### src/rtl/bc_polinomio.sv
// Control FSM for the polynomial datapath BO: sequences resultado = a*x*x + b*x + c.
// Optional completed-evaluation counter on n_calc enabled by defining BC_CONTA_EN.
module bc_polinomio #(
    parameter logic H_SOMA = 1'b0,
    parameter logic H_MULT = 1'b1
) (
    input  logic       clk,
    input  logic       rst_n,
    input  logic       inicio,
    output logic [1:0] m0,
    output logic [1:0] m1,
    output logic [1:0] m2,
    output logic       lx,
    output logic       ls,
    output logic       lh,
    output logic       h,
    output logic       ocupado,
    output logic       pronto,
    output logic [7:0] n_calc
);

    typedef enum logic [2:0] {
        IDLE,
        LOAD_X,
        MUL_AX,
        MUL_AXX,
        MUL_BX,
        ADD_H,
        ADD_C,
        DONE
    } state_t;

    state_t state;
    state_t state_next;

    // Control word layout: {m0, m1, m2, lx, ls, lh, h, ocupado, pronto}
    logic [11:0] ctrl;

    function automatic logic [11:0] decode(input state_t s);
        logic [1:0] d_m0, d_m1, d_m2;
        logic       d_lx, d_ls, d_lh, d_h, d_oc, d_pr;
        d_m0 = 2'd0;
        d_m1 = 2'd0;
        d_m2 = 2'd0;
        d_lx = 1'b0;
        d_ls = 1'b0;
        d_lh = 1'b0;
        d_h  = H_SOMA;
        d_oc = 1'b1;
        d_pr = 1'b0;
        case (s)
            IDLE:    d_oc = 1'b0;
            LOAD_X:  d_lx = 1'b1;
            MUL_AX:  begin d_m0 = 2'd1; d_m2 = 2'd1; d_m1 = 2'd1; d_h = H_MULT; d_lh = 1'b1; end
            MUL_AXX: begin d_m2 = 2'd3; d_m1 = 2'd1; d_h = H_MULT; d_lh = 1'b1; end
            MUL_BX:  begin d_m0 = 2'd2; d_m2 = 2'd1; d_m1 = 2'd1; d_h = H_MULT; d_ls = 1'b1; end
            ADD_H:   begin d_m2 = 2'd2; d_m1 = 2'd3; d_ls = 1'b1; end
            ADD_C:   begin d_m0 = 2'd3; d_m2 = 2'd2; d_ls = 1'b1; end
            DONE:    d_pr = 1'b1;
            default: d_oc = 1'b0;
        endcase
        return {d_m0, d_m1, d_m2, d_lx, d_ls, d_lh, d_h, d_oc, d_pr};
    endfunction

    always_comb begin
        state_next = state;
        case (state)
            IDLE:    if (inicio) state_next = LOAD_X;
            LOAD_X:  state_next = MUL_AX;
            MUL_AX:  state_next = MUL_AXX;
            MUL_AXX: state_next = MUL_BX;
            MUL_BX:  state_next = ADD_H;
            ADD_H:   state_next = ADD_C;
            ADD_C:   state_next = DONE;
            DONE:    state_next = IDLE;
            default: state_next = IDLE;
        endcase
    end

    // Outputs are decoded from the state being entered so they change together with it.
    always_ff @(posedge clk or negedge rst_n) begin
        if (!rst_n) begin
            state <= IDLE;
            ctrl  <= {6'd0, 3'd0, H_SOMA, 2'd0};
        end else begin
            state <= state_next;
            ctrl  <= decode(state_next);
        end
    end

    assign {m0, m1, m2, lx, ls, lh, h, ocupado, pronto} = ctrl;

`ifdef BC_CONTA_EN
    logic [7:0] conta;

    always_ff @(posedge clk or negedge rst_n) begin
        if (!rst_n) begin
            conta <= 8'd0;
        end else if (state == DONE) begin
            conta <= conta + 8'd1;
        end
    end

    assign n_calc = conta;
`else
    assign n_calc = 8'd0;
`endif

endmodule

### config.mk
export PLATFORM = sky130hd
export DESIGN_NAME = bc_polinomio
export DESIGN_NICKNAME = d
export VERILOG_FILES = /design/src/rtl/bc_polinomio.sv
export SDC_FILE = /design/constraint.sdc
export NUM_CORES = 1
export LEC_CHECK = 0
export CORE_MARGIN = 2
export CORE_UTILIZATION = 41
export CTS_BUF_LIST = sky130_fd_sc_hd__clkbuf_8 sky130_fd_sc_hd__clkbuf_16
export DETAILED_ROUTE_END_ITERATION = 7
export GPL_TIMING_DRIVEN = 0
export HOLD_SLACK_MARGIN = 0.02
export PLACE_DENSITY = 0.87
export SYNTH_ARGS = -nofsm -noshare
export SYNTH_HDL_FRONTEND = slang
export SYNTH_SLANG_ARGS = --single-unit
### constraint.sdc
create_clock -name clk -period 1.2 [get_ports clk]
set_input_delay 0.12 -clock clk [delete_from_list [all_inputs] [get_ports clk]]
set_output_delay 0.12 -clock clk [all_outputs]
set_load 0.1 [all_outputs]
==> results.toml <==
[finish]
final_nets = 79
syn2layout_area_growth_pct = 28.4
fill_cells = 112
finish.cell_count_without_fillers = 90
drive_gt1_share_pct = 40.0
antenna-diode-count = 0
final_area_um2 = 776

[placement]
port_buffers = 14
hpwl_um = 679
placed_area_um2 = 790
gp_congestion = 0.754
place_inst = 86

[routing]
postRouteAntennaNets = 0
remaining_drc_errors = 0
routed_wl_um = 956
drtIter0Drc = 8
wl_per_cell_um = 10.6
firstDrtPassIters = 4
vias = 383
viasPerCell = 4.26

[synthesis]
synth_top_cell_area_share_pct = 62.1
seq_area_frac_synth_pct = 62.1
syn_inst = 50
synth_largest_area_cell = "dfrtp_1"
syn_area_per_cell_um2 = 12.1
synth.distinct_cells = 18
synth_mux_area_share_pct = 0
synth_xor_area_share_pct = 5.59
ys_seq_elements = 15
synthAdderAreaFrac_pct = 0
yosys.area_share.simple_pct = 13.5
synth_compound_area_share_pct = 4.35
synth_top_family_by_area = "buffers and inverters"
synth.area.top_cells = "dfrtp_1 62%, buf_4 12%, nand2b_1 3.1%"
yosys_warnings = 0
synth_area_um2 = 604

[cts]
clk_latency_ps = 250
clkSlewWorstSetupHoldPaths_ps = 60
htreeDepth = 1
post-cts-setup-buffers = 0
cts_tree = "built"
clock-sinks = 15
cts-buffers-inserted = 3
clk_path_buf_depth = 2
cts_root_buf = "clkbuf_8"

[hold_path]
holdCritPathClass = "in -> async"

[timing]
fin_skew_ps = 1.11
drv_slew = 0
rsz0062_at_grt = "no"
whs_ps = 259
timing.final.crit_period_ps = 1140
hold_viol = 0
fmax_mhz = 879
maxSlewHeadroom_pct = 58.9
fin_crit_sh_pct = 94.8
worstMarginPinSlew_ps = 615
setup_viol_count_final = 0
setup-tns-final_ps = 0

[critical_path]
required_ps = 1080
crit_buf_inv = 1
slowest_stage = "buf_2"
crit_path_max_incr_delay_ps = 430
r2r_slack_ps = 230
critPathTopFamily = "buffers and inverters"
startpoint_type = "flip-flop"
critPathCaptureType = "primary output"
cp_cell_sequence = "buf_2"
worstSetupPathType = "reg -> out"
cp.arrival_ps = 1020
crit_path_max_fanout = 1

[floorplan]
fp.dieW_um = 42.4
die_area_mm2 = 0.00180
start_util_pct = 45.3
core_area_mm2 = 0.00133
fp-row-count = 13
chipHeight_um = 42.4
io_pins = 23

[grt]
grtUsageMet1_pct = 15.3
antenna_found_initial = 0
grt_max_degree = 16
track_usage_pct = 12.0
grt.met2_usage_pct = 17.2
grt_pass1_vias = 336
grt_pass1_wl_um = 1540
overflow = 0
grt_use_met3_pct = 1.72
busiest_layer = "met2"

[run_status]
outcome = "finished, final reports clean"

[flow_run]
drv_cap = 0
-- cell usage after synthesis --
cell type,n
a21boi_1,1
a2bb2oi_1,1
and2_1,1
and3_1,1
buf_2,1
buf_4,10
conb_1,1
dfrtp_1,15
inv_2,1
nand2_1,1
nand2b_1,3
nor2_1,5
nor2_4,1
nor2b_1,1
nor3_1,2
o21ai_1,2
xnor2_1,2
xor2_2,1
-- area by class of cell --
| type | count | area [um2] | share of cell area [%] |
|---|---|---|---|
| well taps | 15 | 18.8 | 2.42 |
| clock buffers | 3 | 41.3 | 5.32 |
| clock inverters | 1 | 5.00 | 0.645 |
| plain buffers | 11 | 80.1 | 10.3 |
| inverters | 1 | 3.75 | 0.484 |
| flip-flops and latches | 15 | 375 | 48.4 |
| multi-input cells | 30 | 171 | 22.1 |
| repair buffers | 14 | 80.1 | 10.3 |
-- cell families (layout without fill, tap and decap cells) --
logic type / count (synthesis) / count (layout)
other: 1 / 8
AO/OA/AOI/OAI: 4 / 4
flip-flops: 15 / 15
buffers and inverters: 12 / 30
XOR/XNOR: 3 / 3
AND/OR/NAND/NOR: 15 / 15
-- timing repair --
item	4_1_cts	5_1_grt
endpoints found under the setup margin	12	0
endpoints found under the hold margin	0	0
hold buffers	0	0
gates resized for setup	60	0
-- per-layer routing --
layer	wire length (um)	share of wire, %
met2	396	41
met1	405	42
met3	105	11
met4	48	5.0
met5	0	0
-- cells in the final DEF, fill, tap and decap left out --
cell              n
a21boi_1          1
a2bb2oi_1         1
and2_1            1
and3_1            1
buf_2            13
buf_4            10
clkbuf_8          3
clkdlybuf4s50_1   2
clkinv_2          1
conb_1            8
dfrtp_1          15
inv_2             1
nand2_1           1
nand2b_1          3
nor2_1            5
nor2_4            1
nor2b_1           1
nor3_1            2
o21ai_1           2
xnor2_1           2
xor2_2            1
-- state kept, by name, summed over array words and instances (netlist names) --
name	count
ctrl	12
state	3
-- metrics by stage --
| stage | util, % | setup WS [ps] |
|---|---|---|
| after floorplan | - | 197 |
| after global placement | 59.2 | -345 |
| after detailed placement | 59.2 | -376 |
| after CTS | 58.2 | 66.2 |
| after global routing | 58.2 | 45.4 |
| final | 58.2 | 62.0 |
-- path summary, 6_finish.rpt --
| path | from | end | cells past startpoint |
|---|---|---|---|
| max | ctrl[6]$_DFF_PN0_ | m2[0] | 1 |
| min | rst_n | ctrl[4]$_DFF_PN0_ | 1 |
| max reg2reg | state[1]$_DFF_PN0_ | ctrl[3]$_DFF_PN0_ | 3 |
| min reg2reg | state[2]$_DFF_PN0_ | ctrl[4]$_DFF_PN0_ | 2 |
| max in group asynchronous | rst_n | ctrl[0]$_DFF_PN0_ | 1 |
| min in group clk | inicio | ctrl[1]$_DFF_PN0_ | 3 |
Power is not shown: default switching activity piles up to over one toggle a cycle in this logic, so the estimate is an artifact.
